===== config.mk =====
export PLATFORM = sky130hd
export DESIGN_NAME = sig16b_to_double_flat
export DESIGN_NICKNAME = d
export VERILOG_FILES = /design/src/rtl/sig16b_to_double_pkg.sv /design/src/rtl/sig16b_to_double_if.sv /design/src/rtl/sig16b_to_double.sv /design/src/flat_wrapper.sv
export SDC_FILE = /design/constraint.sdc
export NUM_CORES = 1
export LEC_CHECK = 0
export BUFFER_PORTS_ARGS = -buffer_cell sky130_fd_sc_hd__buf_4
export CAP_MARGIN = 25
export CELL_PAD_IN_SITES_DETAIL_PLACEMENT = 1
export CELL_PAD_IN_SITES_GLOBAL_PLACEMENT = 2
export CORE_ASPECT_RATIO = 1.25
export CORE_MARGIN = 2
export CORE_UTILIZATION = 31
export CTS_CLUSTER_SIZE = 28
export DETAILED_ROUTE_END_ITERATION = 8
export PLACE_DENSITY_LB_ADDON = 0.1
export SYNTH_ARGS = -nofsm -noshare
export SYNTH_HDL_FRONTEND = slang
export SYNTH_SLANG_ARGS = --single-unit

===== constraint.sdc =====
create_clock -name clk_sampling -period 2.53 [get_ports clk_sampling]
set_clock_uncertainty 0.05 [all_clocks]
set_input_delay 0.6325 -clock clk_sampling [delete_from_list [all_inputs] [get_ports clk_sampling]]
set_output_delay 0.6325 -clock clk_sampling [all_outputs]
set_load 0.01 [all_outputs]

===== src/rtl/sig16b_to_double_pkg.sv =====
// Shared definitions for the sign-magnitude <-> FP64 converters.
package sig16b_to_double_pkg;

   localparam int FP64_W       = 64;
   localparam int SIGN_BIT     = 63;
   localparam int EXP_MSB      = 62;
   localparam int EXP_LSB      = 52;
   localparam int EXP_W        = EXP_MSB - EXP_LSB + 1;
   localparam int FRAC_W       = 52;
   localparam int EXP_BIAS     = 1023;
   localparam int SIG16B_W     = 16;
   localparam int SIG16B_MAG_W = 15;

   typedef enum logic [1:0] {
      ST_IDLE = 2'd0,
      ST_NORM = 2'd1,
      ST_OUT  = 2'd2
   } state_t;

   function automatic logic [FP64_W-1:0] pack_fp64(input logic              i_sign,
                                                   input logic [EXP_W-1:0]  i_exp,
                                                   input logic [FRAC_W-1:0] i_frac);
      return {i_sign, i_exp, i_frac};
   endfunction

endpackage


===== src/rtl/sig16b_to_double_if.sv =====
// Valid/ready sample input and FP64 result output of the converter.
interface sig16b_to_double_if;
   import sig16b_to_double_pkg::*;

   logic                in_valid;
   logic                in_ready;
   logic [SIG16B_W-1:0] sig16b;
   logic                out_valid;
   logic                out_ready;
   logic [FP64_W-1:0]   double;

   modport slave (
      input  in_valid, sig16b, out_ready,
      output in_ready, out_valid, double
   );

   modport master (
      output in_valid, sig16b, out_ready,
      input  in_ready, out_valid, double
   );
endinterface


===== src/rtl/sig16b_to_double.sv =====
// Exact 16-bit sign-magnitude to IEEE-754 double converter.
// Normalises one bit per cycle: the magnitude shifts left until its top bit is
// set, decrementing the exponent each step, then the result is packed.
//
//  state | meaning
//  IDLE  | ready for a sample, in_ready high
//  NORM  | shifting magnitude toward bit 14
//  OUT   | result presented, waiting for out_ready
module sig16b_to_double
   import sig16b_to_double_pkg::*;
#(
   parameter int EXP_BIAS    = sig16b_to_double_pkg::EXP_BIAS,
   parameter bit ZERO_SIGNED = 1'b1
) (
   input  logic               clk_sampling,
   input  logic               rst,
   sig16b_to_double_if.slave  bus
);

   localparam logic [EXP_W-1:0] EXP_START = EXP_W'(EXP_BIAS + SIG16B_MAG_W - 1);
   localparam int               FRAC_PAD  = FRAC_W - (SIG16B_MAG_W - 1);

   state_t                  r_state;
   state_t                  w_state_nxt;
   logic [SIG16B_MAG_W-1:0] r_mag;
   logic [EXP_W-1:0]        r_exp;
   logic                    r_sign;
   logic [FP64_W-1:0]       r_double;
   logic                    w_mag_zero;
   logic                    w_mag_norm;

   assign w_mag_zero = (r_mag == '0);
   assign w_mag_norm = r_mag[SIG16B_MAG_W-1];

   // State register.
   always_ff @(posedge clk_sampling or posedge rst) begin
      if (rst) r_state <= ST_IDLE;
      else     r_state <= w_state_nxt;
   end

   // Next-state decode.
   always_comb begin
      w_state_nxt = r_state;
      case (r_state)
         ST_IDLE: if (bus.in_valid)              w_state_nxt = ST_NORM;
         ST_NORM: if (w_mag_zero || w_mag_norm)  w_state_nxt = ST_OUT;
         ST_OUT:  if (bus.out_ready)             w_state_nxt = ST_IDLE;
         default:                                w_state_nxt = ST_IDLE;
      endcase
   end

   // Capture, shift/decrement while normalising, and pack the result.
   always_ff @(posedge clk_sampling or posedge rst) begin
      if (rst) begin
         r_mag    <= '0;
         r_exp    <= '0;
         r_sign   <= 1'b0;
         r_double <= '0;
      end else begin
         case (r_state)
            ST_IDLE: begin
               if (bus.in_valid) begin
                  r_sign <= bus.sig16b[SIG16B_W-1];
                  r_mag  <= bus.sig16b[SIG16B_MAG_W-1:0];
                  r_exp  <= EXP_START;
               end
            end
            ST_NORM: begin
               if (w_mag_zero) begin
                  r_double <= {(ZERO_SIGNED ? r_sign : 1'b0), {(FP64_W-1){1'b0}}};
               end else if (w_mag_norm) begin
                  // Hidden bit dropped; the exponent cannot underflow since the
                  // loop stops once bit 14 is set.
                  r_double <= pack_fp64(r_sign, r_exp,
                                        {r_mag[SIG16B_MAG_W-2:0], {FRAC_PAD{1'b0}}});
               end else begin
                  r_mag <= {r_mag[SIG16B_MAG_W-2:0], 1'b0};
                  r_exp <= r_exp - EXP_W'(1);
               end
            end
            default: ;
         endcase
      end
   end

   assign bus.in_ready  = (r_state == ST_IDLE);
   assign bus.out_valid = (r_state == ST_OUT);
   assign bus.double    = r_double;

endmodule


===== src/flat_wrapper.sv =====
// flat-port wrapper written by rule: the top's interface ports become plain ports
module sig16b_to_double_flat import sig16b_to_double_pkg::*;
#(
   parameter int EXP_BIAS    = sig16b_to_double_pkg::EXP_BIAS,
   parameter bit ZERO_SIGNED = 1'b1
)
  (clk_sampling, rst, bus_in_valid, bus_sig16b, bus_out_ready, bus_in_ready, bus_out_valid, bus_double);
  sig16b_to_double_if bus_i ();
  input  logic clk_sampling;
  input  logic rst;
  input wire logic [$bits(bus_i.in_valid)-1:0] bus_in_valid;
  input wire logic [$bits(bus_i.sig16b)-1:0] bus_sig16b;
  input wire logic [$bits(bus_i.out_ready)-1:0] bus_out_ready;
  output wire logic [$bits(bus_i.in_ready)-1:0] bus_in_ready;
  output wire logic [$bits(bus_i.out_valid)-1:0] bus_out_valid;
  output wire logic [$bits(bus_i.double)-1:0] bus_double;
  assign bus_i.in_valid = bus_in_valid;
  assign bus_i.sig16b = bus_sig16b;
  assign bus_i.out_ready = bus_out_ready;
  assign bus_in_ready = bus_i.in_ready;
  assign bus_out_valid = bus_i.out_valid;
  assign bus_double = bus_i.double;
  sig16b_to_double #(.EXP_BIAS(EXP_BIAS), .ZERO_SIGNED(ZERO_SIGNED)) u_core (.clk_sampling(clk_sampling), .rst(rst), .bus(bus_i));
endmodule

* Word level (Yosys, flattened, before mapping)
Cells that the tools add are included.
** Operators by class
- Add/sub/neg operators :: 1
- Multipliers :: 0
- Divide/modulo/power cells :: 0
- $lt $le $gt $ge :: 0
- Equality and inequality tests :: 7
- Shifts and indexed selects :: 0
- Multiplexer cells :: 14
- Bitwise logic cells :: 0
- Reduce and logical (&&, ||, !) cells :: 10
** Operators with widths (number)
- $mux W64 :: 2
- $mux W15 :: 3
- $mux W11 :: 3
- $pmux W15 S2 :: 1
- $pmux W11 S2 :: 1
- $logic_not A15 Y1 :: 1
- $sub A11 B1 Y11 const B :: 1
- $ne A2 B2 Y1 const B :: 4
- $mux W2 :: 3
- $pmux W2 S3 :: 1
- $reduce_and A3 Y1 :: 2
- $reduce_and A2 Y1 :: 2
- $reduce_and A4 Y1 :: 1
- $reduce_bool A2 Y1 :: 2
- $eq A2 B1 Y1 const B :: 1
- $eq A2 B2 Y1 const B :: 1
- $logic_not A2 Y1 :: 1
- $ne A2 B1 Y1 const B :: 1
- $logic_or A1 B1 Y1 :: 1
** Word-level totals
- Flip-flop bits (word level) :: 93
- Latch bits :: 0
- RAM bits :: 0
- Memory bits (read-only) :: 0
- Bits of input ports :: 20
- Output and inout port bits :: 66
- Word-level logic and storage cells :: 38
- Memories :: 0

* Longest topological paths before layout
- Word-level depth :: 4
- Gate-level depth with buffers :: 6
- Depth with buffers taken out :: 6

* Least setup slack after synthesis
No wires, ideal clock.
- Path type :: flip-flop to flip-flop
- Start point :: reg u_core.r_mag[3]
- End point :: reg u_core.r_mag[13]
- Library setup time :: 125 ps
- Arrival time :: 1770 ps
- Data required time :: 2355 ps
- Path slack :: 585 ps
- Stages on the path, launching flop included :: 7
- Buffers on the path :: 1
- Clock period less this slack :: 1945 ps
- Path through :: dfrtp_1 -> nor4_1 -> nand2_1 -> or2_4 -> a21oi_4 -> buf_6 -> mux2_2
** Between the ends
- Longest elaborated chain between the ends :: 3
** RTL lines
- start: declaration :: RTL line sig16b_to_double.sv:25 : logic [SIG16B_MAG_W-1:0] r_mag;
- start signal: assignment :: RTL line sig16b_to_double.sv:64 : r_mag <= bus.sig16b[SIG16B_MAG_W-1:0];
- start signal: assignment :: RTL line sig16b_to_double.sv:77 : r_mag <= {r_mag[SIG16B_MAG_W-2:0], 1'b0};
- $logic_not A15 Y1 :: RTL line sig16b_to_double.sv:32 : assign w_mag_zero = (r_mag == '0);
- $ne A2 B2 Y1 (no source line)
- $reduce_and A4 Y1 (no source line)
Every way passes these cells.
A chain may end at the register's enable or synchronous reset.

* Worst setup path after layout
- Start point :: reg u_core.r_mag[3]
- End point :: reg u_core.r_double[49] (netlist: u_core.bus.double[49])
** Between the ends
- Longest elaborated chain between the ends :: 3
- Elaborated cells between the ends (all ways) :: 4
- Classes of those cells :: mux: 1; reduce/logical: 3
** RTL lines
- $logic_not A15 Y1 (*) :: RTL line sig16b_to_double.sv:32
- $reduce_bool A2 Y1 (no source line)
- $reduce_and A2 Y1 (no source line)
- end signal: assignment :: RTL line sig16b_to_double.sv:70 : r_double <= {(ZERO_SIGNED ? r_sign : 1'b0), {(FP64_W-1){1'b0}}};
- end signal: assignment :: RTL line sig16b_to_double.sv:74 : r_double <= pack_fp64(r_sign, r_exp,
- end: declaration :: RTL line sig16b_to_double.sv:28 : logic [FP64_W-1:0] r_double;
Every way passes the cells marked *; elsewhere a longest branch is shown, timed or not.

==> results.yml <==
setup_path:
  cp_common_cell: "sky130_fd_sc_hd__buf_4"
  crit_type: "flop to flop"
  timing.critical_path.to_type: "flop"
  timing.critical_path.slowest_stage_cell: "sky130_fd_sc_hd__dfrtp_1"
  critPathTopFamily: "simple AND/OR/NAND/NOR gates"
  start_kind: "flop"
  cp_data_arrival_time_ns: 2.26
  worstPathRequired_ns: 2.67
  largest_stage_delay_on_the_critical_path_ns: 0.42
  worst_path_cell_chain: "nor4_1 > nand2_1 > buf_4 > nor2_1 > o21ai_2 > buf_4 > mux2_2"
  critical_path.max_fanout: 9
  cp_num_buf_inv: 2
yosys:
  synth-edff-count: 0
  synthArstFlopShare_pct: 100.0
  synth_top_family_by_area: "compound AO/OA/AOI/OAI gates"
  syn_area_sq_um: 2750
  synth_area_leaders: "sky130_fd_sc_hd__dfrtp_1, sky130_fd_sc_hd__buf_4, sky130_fd_sc_hd__a22o_1"
  ys_ff_latch: 55
  synthFlopType: "sky130_fd_sc_hd__dfrtp_1"
  post_synth_xor_area_fraction_pct: 1.274
  synth.most_common_cell: "sky130_fd_sc_hd__dfrtp_1"
  synth_top_cell_by_area: "sky130_fd_sc_hd__dfrtp_1"
  synth_sequential_area_ratio_pct: 50.05
  ys_top_cells_by_count: "sky130_fd_sc_hd__dfrtp_1, sky130_fd_sc_hd__buf_4, sky130_fd_sc_hd__nand2_1, sky130_fd_sc_hd__a22o_1, sky130_fd_sc_hd__o21ai_0"
  post-synth-top-area-fraction_pct: 50.05
  synth-compound-area-share_pct: 15.61
  post_synth_num_cell_types: 40
  synth.yosys.warnings: 0
  syn_area_per_cell_sq_um: 10.58
  post_synth_fa_ha_maj_area_fraction_pct: 0.4550
  yosys.area_share.simple_pct: 13.79
  multiplexer_share_of_the_synthesized_area_pct: 5.687
  mapped_cells: 260
floorplanning:
  core.rowCount: 38
  initial_utilization_pct: 31.78
  ioPinCount: 86
  design.core.area_sq_um: 8653
  die_width_um: 88.25
  die_h_um: 109.3
  dieArea_sq_um: 9646
timing:
  fraction_of_the_cycle_the_final_worst_path_needs_pct: 83.77
  fmaxAchievable_ghz: 0.4718
  timing_worst_slew_pin_value_ns: 0.6264
  final-max-slew-violation-count: 0
  final_period_minus_worst_setup_slack_ns: 2.119
  timing.slew.headroom_pct: 58.18
  fin_tns_setup_ns: 0
  grt_setup_unrepaired: "false"
  final_critical_path_setup_slack_ns: 0.4107
  count_of_final_hold_check_violations: 0
  setup_viol: 0
clock_tree:
  tritoncts_num_sinks: 55
  clk_pin_slew_ns: 0.10
  cts.htree.levels: 2
  cts_tree: "yes"
  cts_resized: 0
  clock_path_buffers: 2
  cts_hold_buf: 0
  numCtsBuffers: 5
  root_buffer_master: "sky130_fd_sc_hd__clkbuf_8"
  post-cts-setup-buffer-count: 0
  clk-insertion-delay-late_ns: 0.31
routing:
  drt-total-wl_um: 6593
  antenna_left: 0
  detailroute.via_count: 1976
  routed_wire_length_per_instance_um: 15.26
  detail_route.drc_violations: 0
  first_pass_iters: 3
  vias_per_cell: 4.574
  detailedRoute.firstIterationViolations: 45
pwr:
  cellLeakagePower_uw: 0.001519
  power_density_nw_per_um2: 1030
  vdd_drop_max_mv: 0.3481
worst_hold_path:
  hp-class: "input port to async pin"
placed_design:
  post-place-ws_ns: 0.4011
  placed_area_sq_um: 3156
  gp_congestion: 0.7709
  placement.io_buffers: 47
  detailed_placement_hpwl_um: 4810
final_layout:
  fillers: 1007
  final-seq-area_sq_um: 1376
  fraction_of_layout_cells_with_a_size_suffix_above_1_pct: 27.24
  finalNetCount: 334
  areaGrowthSynthToFinish_pct: 17.38
  diodes: 0
  multi_input_comb_area_sq_um: 1155
  postLayoutCellArea_sq_um: 3228
grt:
  gr-total-overflow: 0
  first_global_vias: 2050
  first_pass_grt_wire_length_um: 10770
  grt.total_usage_pct: 14.53
  antenna_found_initial: 0
  grt_start_max_net_pins: 31
status:
  outcome: "finished clean"
run:
  max_cap_viol_count: 0
[per-layer routing]
layer	global-route usage (%)	up-vias	wire [um]
met5	0	-	0
met4	4.221	0	90
met1	18.47	993	2835
li1	-	935	-
met2	25.46	43	3482
met3	2.102	5	185
[area by class of cell]
| cell class | count | area share, % |
|---|---|---|
| Sequential cell | 55 | 42.64 |
| Multi-Input combinational cell | 187 | 35.78 |
| Timing Repair Buffer | 59 | 14.11 |
| Tap cell | 120 | 4.651 |
| Clock buffer | 6 | 2.248 |
| Inverter | 5 | 0.5814 |
[sequential cells by signal, summed over array words and instances (netlist names)]
register	count
u_core.r_exp	11
u_core.r_mag	15
u_core.bus.double	26
u_core.r_sign	1
u_core.r_state	2
[metrics by stage]
step | hold slack [ns] | total power, uW | instances | utilization, %
3_3_place_gp | 0.4088 | 2905 | 426 | 36.47
3_5_place_dp | 0.4214 | 2925 | 426 | 36.47
5_1_grt | 0.4121 | 3596 | 432 | 37.30
4_1_cts | 0.3759 | 3392 | 432 | 37.30
2_1_floorplan | 0.3917 | 2333 | 297 | -
6_report | 0.3571 | 3325 | 432 | 37.30
[where the power goes]
group	internal (uW)	total, uW	leakage [uW]	switching (uW)
clock network	186	461	0.0000371	275
registers	1170	1410	0.000690	237
logic	708	1460	0.000791	748
total	2070	3330	0.00152	1260
[logic make-up (layout without fill, tap and decap cells)]
kind of cell / count (synthesis) / count (layout)
AOI/OAI and AO/OA: 58 / 58
buffers and inverters: 55 / 70
and+or+nand+nor: 72 / 72
xor gates and xnor gates: 4 / 4
other: 1 / 38
DFF: 55 / 55
muxes: 14 / 14
adders and majority gates: 1 / 1
[path summary, 6_finish.rpt]
check                           cells after the start                     to  slack, ns       startpoint
worst min-delay path                                2  u_core.bus.double[38]       0.36              rst
worst min register to register                      2          u_core.r_sign       0.44    u_core.r_sign
max in group asynchronous                           3  u_core.bus.double[50]       1.49              rst
min in group clk_sampling                           2          u_core.r_sign       0.44    u_core.r_sign
worst max register to register                      7  u_core.bus.double[49]       0.41  u_core.r_mag[3]
worst max-delay path                                7  u_core.bus.double[49]       0.41  u_core.r_mag[3]
[layout by cell type (no fill, tap or decap), types with 3 or more instances in the layout]
cell type                  count
sky130_fd_sc_hd__a22o_1       22
sky130_fd_sc_hd__xor2_1        4
sky130_fd_sc_hd__conb_1       38
sky130_fd_sc_hd__dfrtp_1      55
sky130_fd_sc_hd__nor3b_1       3
sky130_fd_sc_hd__clkbuf_8      5
sky130_fd_sc_hd__nand3_1       3
sky130_fd_sc_hd__o21ai_0      16
sky130_fd_sc_hd__nor3_1        6
sky130_fd_sc_hd__nor4_1        4
sky130_fd_sc_hd__nand2b_1     11
sky130_fd_sc_hd__buf_4        58
sky130_fd_sc_hd__nand2_1      23
sky130_fd_sc_hd__mux2_2       13
sky130_fd_sc_hd__a21oi_1       5
sky130_fd_sc_hd__inv_1         4
sky130_fd_sc_hd__nor2_1       10
No activity file was read; power rests on OpenSTA's default activity.
